$ cat config.mk
export PLATFORM = sky130hd
export DESIGN_NAME = bk_adder_pipe_flat
export DESIGN_NICKNAME = d
export VERILOG_FILES = /design/src/rtl/bk_adder_pipe_if.sv /design/src/rtl/bk_adder_pipe.sv /design/src/flat_wrapper.sv
export SDC_FILE = /design/constraint.sdc
export NUM_CORES = 1
export LEC_CHECK = 0
export CAP_MARGIN = 20
export CORE_MARGIN = 3
export CORE_UTILIZATION = 35
export DETAILED_ROUTE_END_ITERATION = 10
export MAX_ROUTING_LAYER = met4
export PLACE_DENSITY = 0.71
export SLEW_MARGIN = 20
export SYNTH_ARGS = -nofsm -noshare
export SYNTH_HDL_FRONTEND = slang
export SYNTH_SLANG_ARGS = --single-unit
$ cat constraint.sdc
create_clock -name clk -period 3.8 [get_ports clk]
set_input_delay 0.76 -clock clk [delete_from_list [all_inputs] [get_ports clk]]
set_output_delay 0.76 -clock clk [all_outputs]
set_load 0.01 [all_outputs]
$ cat src/rtl/bk_adder_pipe_if.sv
`default_nettype none
// ============================================================================
// Module   : bk_adder_pipe_if
// Brief    : Operand/result valid-ready bundle for the pipelined BK adder.
// Revision : 1.0 - initial release
// ============================================================================
interface bk_adder_pipe_if #(
    parameter int WIDTH = 12
);
    logic             in_valid;
    logic             in_ready;
    logic [WIDTH-1:0] in_a;
    logic [WIDTH-1:0] in_b;
    logic             in_cin;
    logic             in_sub;
    logic             out_valid;
    logic             out_ready;
    logic [WIDTH-1:0] out_sum;
    logic             out_cout;
    logic             out_ovf;

    modport master (
        output in_valid, in_a, in_b, in_cin, in_sub, out_ready,
        input  in_ready, out_valid, out_sum, out_cout, out_ovf
    );

    modport slave (
        input  in_valid, in_a, in_b, in_cin, in_sub, out_ready,
        output in_ready, out_valid, out_sum, out_cout, out_ovf
    );
endinterface
`default_nettype wire

$ cat src/rtl/bk_adder_pipe.sv
`default_nettype none
// ============================================================================
// Module   : bk_adder_pipe
// Brief    : Pipelined Brent-Kung prefix adder/subtractor, valid/ready flow.
// Revision : 1.0 - initial release
// ============================================================================
module bk_adder_pipe #(
    parameter int WIDTH = 12,
    parameter int PIPE  = 1
) (
    input  wire logic      clk,
    input  wire logic      rst,
    bk_adder_pipe_if.slave bus
);

    localparam int c_LOG = $clog2(WIDTH);
    localparam int c_NP  = 1 << c_LOG;

    generate
        if (PIPE < 1 || PIPE > 3) begin : g_bad_pipe
            $fatal(1, "bk_adder_pipe: PIPE must be 1, 2 or 3");
        end
        if (WIDTH < 2) begin : g_bad_width
            $fatal(1, "bk_adder_pipe: WIDTH must be at least 2");
        end
    endgenerate

    // Up-sweep: span-doubling group (g,p) lands on positions 2^k-1.
    function automatic logic [2*c_NP-1:0] f_up_sweep(
        input logic [c_NP-1:0] g_in,
        input logic [c_NP-1:0] p_in
    );
        logic [c_NP-1:0] g;
        logic [c_NP-1:0] p;
        g = g_in;
        p = p_in;
        for (int k = 1; k <= c_LOG; k++) begin
            for (int i = 0; i < c_NP; i++) begin
                if (((i + 1) % (1 << k)) == 0) begin
                    g[i] = g[i] | (p[i] & g[i - (1 << (k - 1))]);
                    p[i] = p[i] & p[i - (1 << (k - 1))];
                end
            end
        end
        return {g, p};
    endfunction

    // Down-sweep: fill in the prefixes the up-sweep skipped, widest span first.
    function automatic logic [c_NP-1:0] f_down_sweep(
        input logic [c_NP-1:0] g_in,
        input logic [c_NP-1:0] p_in
    );
        logic [c_NP-1:0] g;
        g = g_in;
        for (int k = c_LOG - 1; k >= 1; k--) begin
            for (int i = 0; i < c_NP; i++) begin
                if ((((i + 1) % (1 << k)) == (1 << (k - 1))) && (i >= (1 << k))) begin
                    g[i] = g[i] | (p_in[i] & g[i - (1 << (k - 1))]);
                end
            end
        end
        return g;
    endfunction

    logic             w_en;
    logic [WIDTH-1:0] w_b_eff;
    logic             w_c0;
    logic [c_NP-1:0]  w_gen_g;
    logic [c_NP-1:0]  w_gen_p;

    logic             w_up_valid;
    logic [c_NP-1:0]  w_up_g;
    logic [c_NP-1:0]  w_up_p;
    logic [WIDTH-1:0] w_up_pb;
    logic             w_up_c0;
    logic [c_NP-1:0]  w_swept_g;
    logic [c_NP-1:0]  w_swept_p;

    logic             w_dn_valid;
    logic [c_NP-1:0]  w_dn_g;
    logic [c_NP-1:0]  w_dn_p;
    logic [WIDTH-1:0] w_dn_pb;
    logic             w_dn_c0;
    logic [c_NP-1:0]  w_final_g;
    logic [WIDTH-1:0] w_carry;

    logic             r_out_valid;
    logic [WIDTH-1:0] r_out_sum;
    logic             r_out_cout;
    logic             r_out_ovf;
    logic             w_unused;

    assign w_en         = ~r_out_valid | bus.out_ready;
    assign bus.in_ready = w_en;

    // Carry-in is folded into bit 0 as a generate from position -1.
    always_comb begin
        w_b_eff            = bus.in_sub ? ~bus.in_b : bus.in_b;
        w_c0               = bus.in_sub | bus.in_cin;
        w_gen_g            = '0;
        w_gen_p            = '0;
        w_gen_p[WIDTH-1:0] = bus.in_a ^ w_b_eff;
        w_gen_g[WIDTH-1:0] = bus.in_a & w_b_eff;
        w_gen_g[0]         = w_gen_g[0] | (w_gen_p[0] & w_c0);
    end

    generate
        if (PIPE == 3) begin : g_front_reg
            logic            r_s0_valid;
            logic [c_NP-1:0] r_s0_g;
            logic [c_NP-1:0] r_s0_p;
            logic            r_s0_c0;

            always_ff @(posedge clk) begin
                if (rst) begin
                    r_s0_valid <= 1'b0;
                    r_s0_g     <= '0;
                    r_s0_p     <= '0;
                    r_s0_c0    <= 1'b0;
                end else if (w_en) begin
                    r_s0_valid <= bus.in_valid;
                    r_s0_g     <= w_gen_g;
                    r_s0_p     <= w_gen_p;
                    r_s0_c0    <= w_c0;
                end
            end

            assign w_up_valid = r_s0_valid;
            assign w_up_g     = r_s0_g;
            assign w_up_p     = r_s0_p;
            assign w_up_pb    = r_s0_p[WIDTH-1:0];
            assign w_up_c0    = r_s0_c0;
        end else begin : g_front_comb
            assign w_up_valid = bus.in_valid;
            assign w_up_g     = w_gen_g;
            assign w_up_p     = w_gen_p;
            assign w_up_pb    = w_gen_p[WIDTH-1:0];
            assign w_up_c0    = w_c0;
        end
    endgenerate

    assign {w_swept_g, w_swept_p} = f_up_sweep(w_up_g, w_up_p);

    generate
        if (PIPE >= 2) begin : g_mid_reg
            logic             r_s1_valid;
            logic [c_NP-1:0]  r_s1_g;
            logic [c_NP-1:0]  r_s1_p;
            logic [WIDTH-1:0] r_s1_pb;
            logic             r_s1_c0;

            always_ff @(posedge clk) begin
                if (rst) begin
                    r_s1_valid <= 1'b0;
                    r_s1_g     <= '0;
                    r_s1_p     <= '0;
                    r_s1_pb    <= '0;
                    r_s1_c0    <= 1'b0;
                end else if (w_en) begin
                    r_s1_valid <= w_up_valid;
                    r_s1_g     <= w_swept_g;
                    r_s1_p     <= w_swept_p;
                    r_s1_pb    <= w_up_pb;
                    r_s1_c0    <= w_up_c0;
                end
            end

            assign w_dn_valid = r_s1_valid;
            assign w_dn_g     = r_s1_g;
            assign w_dn_p     = r_s1_p;
            assign w_dn_pb    = r_s1_pb;
            assign w_dn_c0    = r_s1_c0;
        end else begin : g_mid_comb
            assign w_dn_valid = w_up_valid;
            assign w_dn_g     = w_swept_g;
            assign w_dn_p     = w_swept_p;
            assign w_dn_pb    = w_up_pb;
            assign w_dn_c0    = w_up_c0;
        end
    endgenerate

    assign w_final_g = f_down_sweep(w_dn_g, w_dn_p);
    // Carry into bit i is the prefix generate of bits [i-1:0]; bit 0 takes c0.
    assign w_carry   = {w_final_g[WIDTH-2:0], w_dn_c0};

    always_ff @(posedge clk) begin
        if (rst) begin
            r_out_valid <= 1'b0;
            r_out_sum   <= '0;
            r_out_cout  <= 1'b0;
            r_out_ovf   <= 1'b0;
        end else if (w_en) begin
            r_out_valid <= w_dn_valid;
            r_out_sum   <= w_dn_pb ^ w_carry;
            r_out_cout  <= w_final_g[WIDTH-1];
            r_out_ovf   <= w_final_g[WIDTH-1] ^ w_final_g[WIDTH-2];
        end
    end

    assign bus.out_valid = r_out_valid;
    assign bus.out_sum   = r_out_sum;
    assign bus.out_cout  = r_out_cout;
    assign bus.out_ovf   = r_out_ovf;

    // Padding lanes and tree propagate terms that never reach an output.
    assign w_unused = ^{w_final_g, w_dn_g, w_dn_p, w_up_g, w_up_p, w_swept_g, w_swept_p};

endmodule
`default_nettype wire

$ cat src/flat_wrapper.sv
// flat-port wrapper written by rule: the top's interface ports become plain ports
module bk_adder_pipe_flat 
#(
    parameter int WIDTH = 12,
    parameter int PIPE  = 1
)
  (clk, rst, bus_in_valid, bus_in_a, bus_in_b, bus_in_cin, bus_in_sub, bus_out_ready, bus_in_ready, bus_out_valid, bus_out_sum, bus_out_cout, bus_out_ovf);
  bk_adder_pipe_if #(.WIDTH(WIDTH)) bus_i ();
  input  wire logic clk;
  input  wire logic rst;
  input wire logic [$bits(bus_i.in_valid)-1:0] bus_in_valid;
  input wire logic [$bits(bus_i.in_a)-1:0] bus_in_a;
  input wire logic [$bits(bus_i.in_b)-1:0] bus_in_b;
  input wire logic [$bits(bus_i.in_cin)-1:0] bus_in_cin;
  input wire logic [$bits(bus_i.in_sub)-1:0] bus_in_sub;
  input wire logic [$bits(bus_i.out_ready)-1:0] bus_out_ready;
  output wire logic [$bits(bus_i.in_ready)-1:0] bus_in_ready;
  output wire logic [$bits(bus_i.out_valid)-1:0] bus_out_valid;
  output wire logic [$bits(bus_i.out_sum)-1:0] bus_out_sum;
  output wire logic [$bits(bus_i.out_cout)-1:0] bus_out_cout;
  output wire logic [$bits(bus_i.out_ovf)-1:0] bus_out_ovf;
  assign bus_i.in_valid = bus_in_valid;
  assign bus_i.in_a = bus_in_a;
  assign bus_i.in_b = bus_in_b;
  assign bus_i.in_cin = bus_in_cin;
  assign bus_i.in_sub = bus_in_sub;
  assign bus_i.out_ready = bus_out_ready;
  assign bus_in_ready = bus_i.in_ready;
  assign bus_out_valid = bus_i.out_valid;
  assign bus_out_sum = bus_i.out_sum;
  assign bus_out_cout = bus_i.out_cout;
  assign bus_out_ovf = bus_i.out_ovf;
  bk_adder_pipe #(.WIDTH(WIDTH), .PIPE(PIPE)) u_core (.clk(clk), .rst(rst), .bus(bus_i));
endmodule
**Word level (Yosys, flattened, before mapping)**

Cells that the tools add are included.

- Register bits: 15
- Latch bits: 0
- Bits in writable memories: 0
- Memory bits (read-only): 0
- Input port bits: 30
- Output and inout port bits: 16
- Word-level logic and storage cells: 58
- Memories: 0

- Add/sub/neg operators: 0
- Multiply operators: 0
- Divide/modulo/power cells: 0
- Magnitude comparators: 0
- Equal/unequal tests: 0
- Shifts and indexed selects: 0
- Multiplexer cells: 1
- Bitwise logic cells: 53
- Reduce and logical (&&, ||, !) cells: 0

Operators by type and width:

| operator | count |
|---|---|
| $and 1x1->1 | 26 |
| $xor 12x12->12 | 2 |
| $or 1x1->1 | 21 |
| $and 12x12->12 | 1 |
| $mux 12 | 1 |
| $not 12->12 | 1 |
| $not 1->1 | 1 |
| $xor 1x1->1 | 1 |

**Longest topological paths before layout**

Gate-level depths: netlist of the first run.

- Depth in word-level cells: 16
- Mapped depth: 13
- Mapped depth without buffers: 11

**Least setup slack after synthesis of the first run**

Ideal clock, no wire load.

- Kind: input port to flip-flop
- Start point: input port bus_in_sub
- End point: register u_core.r_out_ovf (netlist: u_core.bus.out_ovf)
- Library setup time: 0.088 ns
- Arrival time: 3.585 ns
- Required time: 3.712 ns
- Path slack: 0.127 ns
- Cell stages on the path: 12
- Path buffers: 2
- Cells stage by stage: clkbuf_1 buf_2 xnor2_1 fa_1 fa_1 nand2b_1 a21o_1 nand2_1 a21boi_0 fa_1 or3_1 a311oi_2

- Longest elaborated chain between the ends: 15
- Elaborated cells between the ends (all ways): 40
- Classes of those cells: 1 x mux; 39 x bitwise

Ends and longest elaborated chain:

| what | RTL line | source |
|---|---|---|
| start: declaration | flat_wrapper.sv:15 | `input wire logic [$bits(bus_i.in_sub)-1:0] bus_in_sub;` |
| $mux 12 | bk_adder_pipe.sv:98 | `w_b_eff = bus.in_sub ? ~bus.in_b : bus.in_b;` |
| $xor 12x12->12 | bk_adder_pipe.sv:102 | `w_gen_p[WIDTH-1:0] = bus.in_a ^ w_b_eff;` |
| $and 1x1->1 | bk_adder_pipe.sv:104 | `w_gen_g[0] = w_gen_g[0] \| (w_gen_p[0] & w_c0);` |
| $or 1x1->1 | bk_adder_pipe.sv:104 |  |
| $and 1x1->1 | bk_adder_pipe.sv:40 | `g[i] = g[i] \| (p[i] & g[i - (1 << (k - 1))]);` |
| $or 1x1->1 | bk_adder_pipe.sv:40 |  |
| $and 1x1->1 | bk_adder_pipe.sv:40 |  |
| $or 1x1->1 | bk_adder_pipe.sv:40 |  |
| $and 1x1->1 | bk_adder_pipe.sv:40 |  |
| $or 1x1->1 | bk_adder_pipe.sv:40 |  |
| $and 1x1->1 | bk_adder_pipe.sv:58 | `g[i] = g[i] \| (p_in[i] & g[i - (1 << (k - 1))]);` |
| $or 1x1->1 | bk_adder_pipe.sv:58 |  |
| $and 1x1->1 | bk_adder_pipe.sv:58 |  |
| $or 1x1->1 | bk_adder_pipe.sv:58 |  |
| $xor 1x1->1 (*) | bk_adder_pipe.sv:196 | `r_out_ovf <= w_final_g[WIDTH-1] ^ w_final_g[WIDTH-2];` |
| end signal: assignment | bk_adder_pipe.sv:196 |  |
| end: declaration | bk_adder_pipe.sv:90 | `logic r_out_ovf;` |

Mark *: on every way between the ends. The rest lies on a longest branch, timed or not.
A chain may end at the register's enable or synchronous reset.

**Worst setup path after layout of the first run**

Same ends and word-level chain as after synthesis.

==> results of run 1 <==
[worst reg2reg max path: cells and delay by family, from the launching register on]
family	cells	cell delay, ns
AO/OA/AOI/OAI	1	0.06
AND/OR/NAND/NOR	2	0.63
buffers and inverters	2	0.35
flip-flops	1	0.34
[cell type report]
cell class	instances	area [sq um]
Tap cell	42	52.55
Clock inverter	1	5.005
Clock buffer	3	22.52
Inverter	11	41.29
Sequential cell	15	300.3
Fill cell	291	1252
Multi-Input combinational cell	96	745.7
Timing Repair Buffer	49	480.5
[through the flow]
| stage | instance area [sq um] | std cells | utilization | hold WS (ns) |
|---|---|---|---|---|
| CTS | 1648 | 217 | 0.5682 | 0.4584 |
| floorplan | 1111 | 128 | - | 0.4761 |
| detailed placement | 1620 | 213 | 0.5587 | 0.4453 |
| global placement | 1620 | 213 | 0.5587 | 0.4371 |
| finish | 1648 | 217 | 0.5682 | 0.4546 |
| global route | 1648 | 217 | 0.5682 | 0.4803 |
[worst max path at each step]
stage | end | slack (ns) | cells past startpoint
2_1_floorplan | u_core.bus.out_ovf$_SDFFE_PP0P_ | 0.13 | 12
3_3_place_gp | u_core.bus.out_ovf$_SDFFE_PP0P_ | 0.05 | 11
3_5_place_dp | u_core.bus.out_ovf$_SDFFE_PP0P_ | -0.006 | 11
4_1_cts | u_core.bus.out_ovf$_SDFFE_PP0P_ | 0.29 | 11
5_1_grt | u_core.bus.out_sum[9]$_SDFFE_PP0P_ | 0.13 | 13
6_report | u_core.bus.out_ovf$_SDFFE_PP0P_ | 0.29 | 11
[layer usage]
metal | wire [um] | vias to the layer above
li1 | - | 523
met1 | 1075 | 468
met2 | 1305 | 29
met3 | 145 | 5
met4 | 46 | 0
met5 | 0 | -
[power by group through the flow]
stage | Clock [uW] | Combinational (uW) | Sequential (uW)
finish | 90.4 | 261 | 197
detailed placement | 0 | 263 | 201
CTS | 93.0 | 264 | 197
global route | 104 | 292 | 200
global placement | 0 | 255 | 200
floorplan | 0 | 127 | 212
[cells in the mapped netlist, drive strengths merged]
library cell,instances
fa,7
or3,1
a21boi,1
clkbuf,5
xor2,10
nand2b,2
a21oi,11
nor2,13
a311oi,1
xnor2,7
o211ai,1
inv,11
a211o,1
nor2b,1
a31oi,1
nor3,2
a211oi,8
dfxtp,15
a21o,2
buf,1
nand2,14
o21ai,3
ha,10
[sequential cells by signal (all words and copies together), names as in the netlist]
signal                flops
u_core.bus.out_ovf        1
u_core.bus.out_valid      1
u_core.bus.out_sum       12
u_core.bus.out_cout       1
[cell families after synthesis]
kind of cell               after synthesis
xor gates and xnor gates                17
adders and majority gates               17
DFF                                     15
AOI/OAI and AO/OA                       29
and+or+nand+nor                         33
buffers and inverters                   17
==> impl_results.md, run 1 <==
* Synth Area in Simple Gates at 0.1227
* Library cells used by synthesis at 24
* CP most frequent cell: fa_1
* Most common cell after layout, fill and taps aside: clkdlybuf4s50_1
* Critical Path AT at 3.71 ns
* Most frequent cells in the layout: clkdlybuf4s50_1 (45), dfxtp_1 (15), nand2_1 (14), nor2_1 (13)
* Die height at 62.34 um
* Dpl hpwl at 2235 um
* PwrDens at 332.7 nW/um^2
* Layout cell share with drive strength beyond 1 at 0.05714
* Tot GR Track Use at 0.1467
* Synthesized instance count at 128
* DR pass1 iterations at 4
* Worst Reg2Reg Path Length in Cells at 5
* Reg power frac at 0.359
* Avg Vias per Cell at 4.724
* Clk_lat worst skew at 0.28 ns
* Inserted Clock Buffers at 3
* Synth Area in Compound Gates at 0.1757
* Post-synthesis mux area share at 0
* CTS max path bufs at 2
* Met3 Usage GRT at 0.02703
* Synth Warn # at 0
* DR iter-0 viols at 18
* Vias in the first global route at 1,024
* VDD IR max at 0.0001162 V
* Sw Ratio at 0.3310
* Hold depth at 2
* Largest family of logic cells by synthesized area: adder cells
* P_leak at 0.0007022 uW
* Initial antenna violation count at 0
* Fin crit period at 3.510 ns
* GPL Wtd Cong at 0.7706
* Max cap viols at 0
* Max-slew violations at 0
* Power, Total at 548.2 uW
* Comb power frac at 0.476
* Ports at 46
* Max-slew headroom at the worst pin at 0.6235
* Reg2reg end: u_core.bus.out_ovf$_SDFFE_PP0P_
* Root buffer cell: clkbuf_4
* Internal reg-to-reg setup slack at 2.29 ns
* Routed Antenna Nets at 0
* Slowest cell on crit path: clkdlybuf4s50_1
* Hold_sp: u_core.bus.out_sum[6]$_SDFFE_PP0P_
* PostCTS Resize Cnt at 0
* Port-buffer cells at 45
* Adder-Cell Fraction of Synth Area at 0.2387
* Hold Vio Cnt, Final at 0
* H-tree Lvls at 1
* Crit start category: input pin
* Routed length per placed instance at 11.85 um
* Area leader, netlist: dfxtp_1
* Pre-CTS setup slack at -0.005629 ns
* Die width at 62.34 um
* First-pass GRT wire length at 4478 um
* Setup bufs post-CTS at 0
* ANT cells at 0
* NetSw at 181.4 uW
* Launch point of the critical path: bus_in_sub
* Setup Viol. Count Final at 0
* Clock share of power at 0.165
* Setup TNS at 0 ns
* # clock sinks at 15
* Post-Route WL at 2572 um
* Worst-path cell chain: clkdlybuf4s50_1, xnor2_1, fa_1, fa_1, nand2b_1, a21o_1, nand2_1, a21boi_0, fa_1, or3_1, a311oi_2
* Avg Cell Area, Syn at 8.680 sq um
* # rows at 19
* Sequential share of the synthesized area at 0.2703
* P_int at 366.8 uW
* Crit path kind: in2reg
* Crit-path max cell delay at 0.53 ns
* Outcome: finished clean
* Worst Slack Setup Final at 0.2904 ns
* Total Nets Final at 223
* GRT overflow at 0
* Crit-path max FO at 3
* Clk_skew at 0.003347 ns
* CP Capture Type: flip-flop
* FF-to-FF Start: u_core.bus.out_valid$_SDFFE_PP0P_
* Post-synthesis xor/xnor area fraction at 0.1340
* Critical Path RT at 4.00 ns
* CORE AREA at 2900 sq um
* Largest net degree at the start of global routing at 23
* WHS Endpoint: u_core.bus.out_sum[6]$_SDFFE_PP0P_
* Synth area leaders: dfxtp_1 (27%), fa_1 (13%), ha_1 (11%), xor2_1 (7.9%), xnor2_1 (5.5%)
* Reg clk slew, reported paths at 0.09 ns
* Hold_buf cts at 0
* RSZ-0062 raised after global routing: no
* Measured slew at the worst slew-check pin at 0.5636 ns
* Area share of the largest cell type after synthesis at 0.2703
* Die area at 3886 sq um
* Syn_nets at 175
* Area growth syn-to-layout at 48.31%
* CTS tree: built
* Max Clk Rate at 284.9 MHz
* Top delay family on crit path: adder cells
* Vias at 1,025
* GR Util met2 at 0.2567
* GR peak layer: met2
* Final worst-path cycle share at 0.9236
* Buf+Inv Stages, Crit Path at 1
* Starting Density at 0.3831
* Post-synth design cell area at 1111 sq um
* Post-synthesis register bit count at 15
* DRC at 0
* Min-Delay Path Class: reg2reg
* GR Layer Usage met1 at 0.1620
Power figures use the tool's default switching activity.
==> run 2, diff against run 1 <==
Settings changed: ABC_AREA set to 1, ABC_CLOCK_PERIOD_IN_PS set to 3800, PLACE_DENSITY 0.71 to 0.7.
==> run 2 against run 1 <==
Net effect: die area grew 4.1%; fmax up 1.1%; critical endpoint unchanged; setup slack improved by 0.038 ns; final cell count up 4.6%; utilization is 3.1 points lower; clock skew grew 0.0096 ns; routed wire length grew 5.1%.
==> impl_results.md, run 2 <==
* Syn_nets at 184
* Area growth syn-to-layout at 43.53%
* Adder-Cell Fraction of Synth Area at 0.2284
* CP most frequent cell: nand2_1
* Library cells used by synthesis at 25
* DRC at 0
* Area leader, netlist: dfxtp_1
* Final worst-path cycle share at 0.9137
* Most common cell after layout, fill and taps aside: clkdlybuf4s50_1
* CP Capture Type: flip-flop
* Setup TNS at 0 ns
* Worst Reg2Reg Path Length in Cells at 8
* Routed Antenna Nets at 0
* Synth Warn # at 0
* Layout cell share with drive strength beyond 1 at 0.06557
* Root buffer cell: clkbuf_4
* Top_reg_cell synth: dfxtp_1
* Die height at 63.60 um
* PostCTS Resize Cnt at 0
* Post-synth EDFFs at 0
* Clk_skew at 0.01291 ns
* Hold_buf cts at 0
* Largest family of logic cells by synthesized area: adder cells
* Max-slew violations at 0
* Fin area at 1667 sq um
* Post-synth ARST share at 0
* PwrDens at 331.4 nW/um^2
* DR iter-0 viols at 41
* CTS max path bufs at 2
* Critical Path RT at 4.01 ns
* Most frequent cells in the layout: clkdlybuf4s50_1 (45), inv_1 (20), nand2_1 (15), dfxtp_1 (15), a21oi_1 (14)
* Outcome: finished clean
* Clk_lat worst skew at 0.30 ns
* Inserted Clock Buffers at 3
* Total Nets Final at 231
* Fin crit period at 3.472 ns
* RSZ-0062 raised after global routing: no
* Area after DPL at 1639 sq um
* Post-synthesis xor/xnor area fraction at 0.1282
* Reg clk slew, reported paths at 0.11 ns
* Sequential share of the synthesized area at 0.2586
* Setup Viol. Count Final at 0
* Tot GR Track Use at 0.1446
* Max Clk Rate at 288.0 MHz
* Post-synthesis register bit count at 15
* Starting Density at 0.3742
* Max cap viols at 0
* Routed length per placed instance at 11.91 um
* Most instantiated cells after synthesis: inv_1 (20), dfxtp_1 (15), nand2_1 (15)
* First-pass GRT wire length at 4533 um
* DR pass1 iterations at 4
* Worst path depth at 18
* Vias at 1,036
* Crit start category: input pin
* VDD IR max at 0.0001030 V
* WHS Endpoint: u_core.bus.out_sum[6]$_SDFFE_PP0P_
* Buf+Inv Stages, Crit Path at 4
* Min-Delay Path Class: reg2reg
* Die width at 63.60 um
* Port-buffer cells at 45
* Launch point of the critical path: bus_in_sub
* Slowest cell on crit path: clkdlybuf4s50_1
* Avg Cell Area, Syn at 8.475 sq um
* Crit path kind: in2reg
* Max-slew headroom at the worst pin at 0.7321
* Crit-path max FO at 4
* Avg Vias per Cell at 4.564
* Post-Route WL at 2703 um
* Die area at 4044 sq um
* Synth area leaders: dfxtp_1 (26%), fa_1 (12%), ha_1 (11%), xor2_1 (7.5%), inv_1 (6.5%)
* CORE AREA at 3103 sq um
* ANT cells at 0
* Hold Vio Cnt, Final at 0
* FF-to-FF Start: u_core.bus.out_valid$_SDFFE_PP0P_
* Synth Area in Simple Gates at 0.1433
* Measured slew at the worst slew-check pin at 0.4014 ns
* Initial antenna violation count at 0
* GPL Wtd Cong at 0.7966
* Vias in the first global route at 982
* Synthesized instance count at 137
* Crit-path max cell delay at 0.56 ns
* Critical Path AT at 3.68 ns
* Post-synthesis mux area share at 0
* Internal reg-to-reg setup slack at 2.48 ns
* Setup bufs post-CTS at 0
* Top delay family on crit path: adder cells
* Synth Area in Compound Gates at 0.1336
* Cell count after placement at 223
* Reg2reg end: u_core.bus.out_ovf$_SDFFE_PP0P_
* Post-synth design cell area at 1161 sq um
* Worst-path cell chain: clkdlybuf4s50_1, xnor2_1, fa_1, fa_1, inv_1, nand3_1, nand2_1, nand2_1, nand2_1, inv_1, o21a_1, fa_1, inv_1, nand2_1, o21ai_0, nand2_1, nand2_1, nor2_2
* Hold depth at 2
* Area share of the largest cell type after synthesis at 0.2586
* Dpl hpwl at 2230 um
* CTS tree: built
* Max reg flops at 12
* # rows at 20
* Largest net degree at the start of global routing at 28
* # clock sinks at 15
* Cell with the most instances after synthesis: inv_1
* GRT overflow at 0
* Ports at 46
* P_leak at 0.0007484 uW
* H-tree Lvls at 1
* Non-filler cells in the finished layout at 227
* Hold_sp: u_core.bus.out_sum[6]$_SDFFE_PP0P_
* Util after Layout at 0.5371
run 2: cell count changes after synthesis, moves of 2 or more:
cell      change
a211oi_1      -7
a21o_1        -2
a21oi_1       +3
buf_6         +3
clkbuf_1      -5
inv_1         +9
nand2b_1      -2
nor2_1        -4
o21ai_0       +2
o21ai_1       +9
run 2: layout make-up:
type	count	area (sq um)
Clock buffer	3	22.52
Multi-Input combinational cell	96	735.7
Sequential cell	15	300.3
Timing Repair Buffer	48	473.0
Clock inverter	1	5.005
Fill cell	309	1436
Inverter	20	75.07
Tap cell	44	55.05
run 2: cells by family after synthesis:
kind of cell | after synthesis
flip-flops | 15
AND/OR/NAND/NOR | 32
buffers and inverters | 26
XOR/XNOR | 17
adder cells (fa/ha/maj) | 17
AO/OA/AOI/OAI | 30
run 2: tightest hold or removal path, cell delays in order, from the launching register on:
cell and delay, ns:
dfxtp_1 0.34, o21ai_1 0.07, nor2_1 0.07
run 2: through the flow:
stage	total power [uW]	worst slack, ns	hold slack, ns
6_report	552.4	0.3279	0.5051
2_1_floorplan	344.3	0.4459	0.5287
5_1_grt	593.8	0.1180	0.5366
4_1_cts	559.0	0.3354	0.5087
3_5_place_dp	459.4	0.02817	0.4831
3_3_place_gp	450.4	0.1369	0.4790
run 2: how the worst max path moves through the flow:
stage	to	slack [ns]
after CTS	u_core.bus.out_ovf$_SDFFE_PP0P_	0.34
after global routing	u_core.bus.out_ovf$_SDFFE_PP0P_	0.12
after floorplan	u_core.bus.out_ovf$_SDFFE_PP0P_	0.45
after detailed placement	u_core.bus.out_ovf$_SDFFE_PP0P_	0.03
after global placement	u_core.bus.out_ovf$_SDFFE_PP0P_	0.14
final	u_core.bus.out_ovf$_SDFFE_PP0P_	0.33
run 2: metal layers:
metal | up-vias | share of wire | global-route usage
met5 | - | 0 | -
met4 | 0 | 0.0081 | 0.04313
met3 | 2 | 0.052 | 0.03922
met2 | 32 | 0.54 | 0.2490
met1 | 478 | 0.40 | 0.1628
li1 | 524 | - | -
run 2: where the power goes:
part / internal, uW / switching [uW] / leakage (uW)
Clock: 39.2 / 59.0 / 0.0000177
Combinational: 138 / 119 / 0.000606
Sequential: 184 / 13.5 / 0.000125
==> run 3, diff against run 2 <==
Settings changed: ABC_AREA 1 to unset, PLACE_DENSITY 0.7 to 0.71.
==> results of run 3 <==
The final DEF is identical to that of run 1; final timing and power are the same.
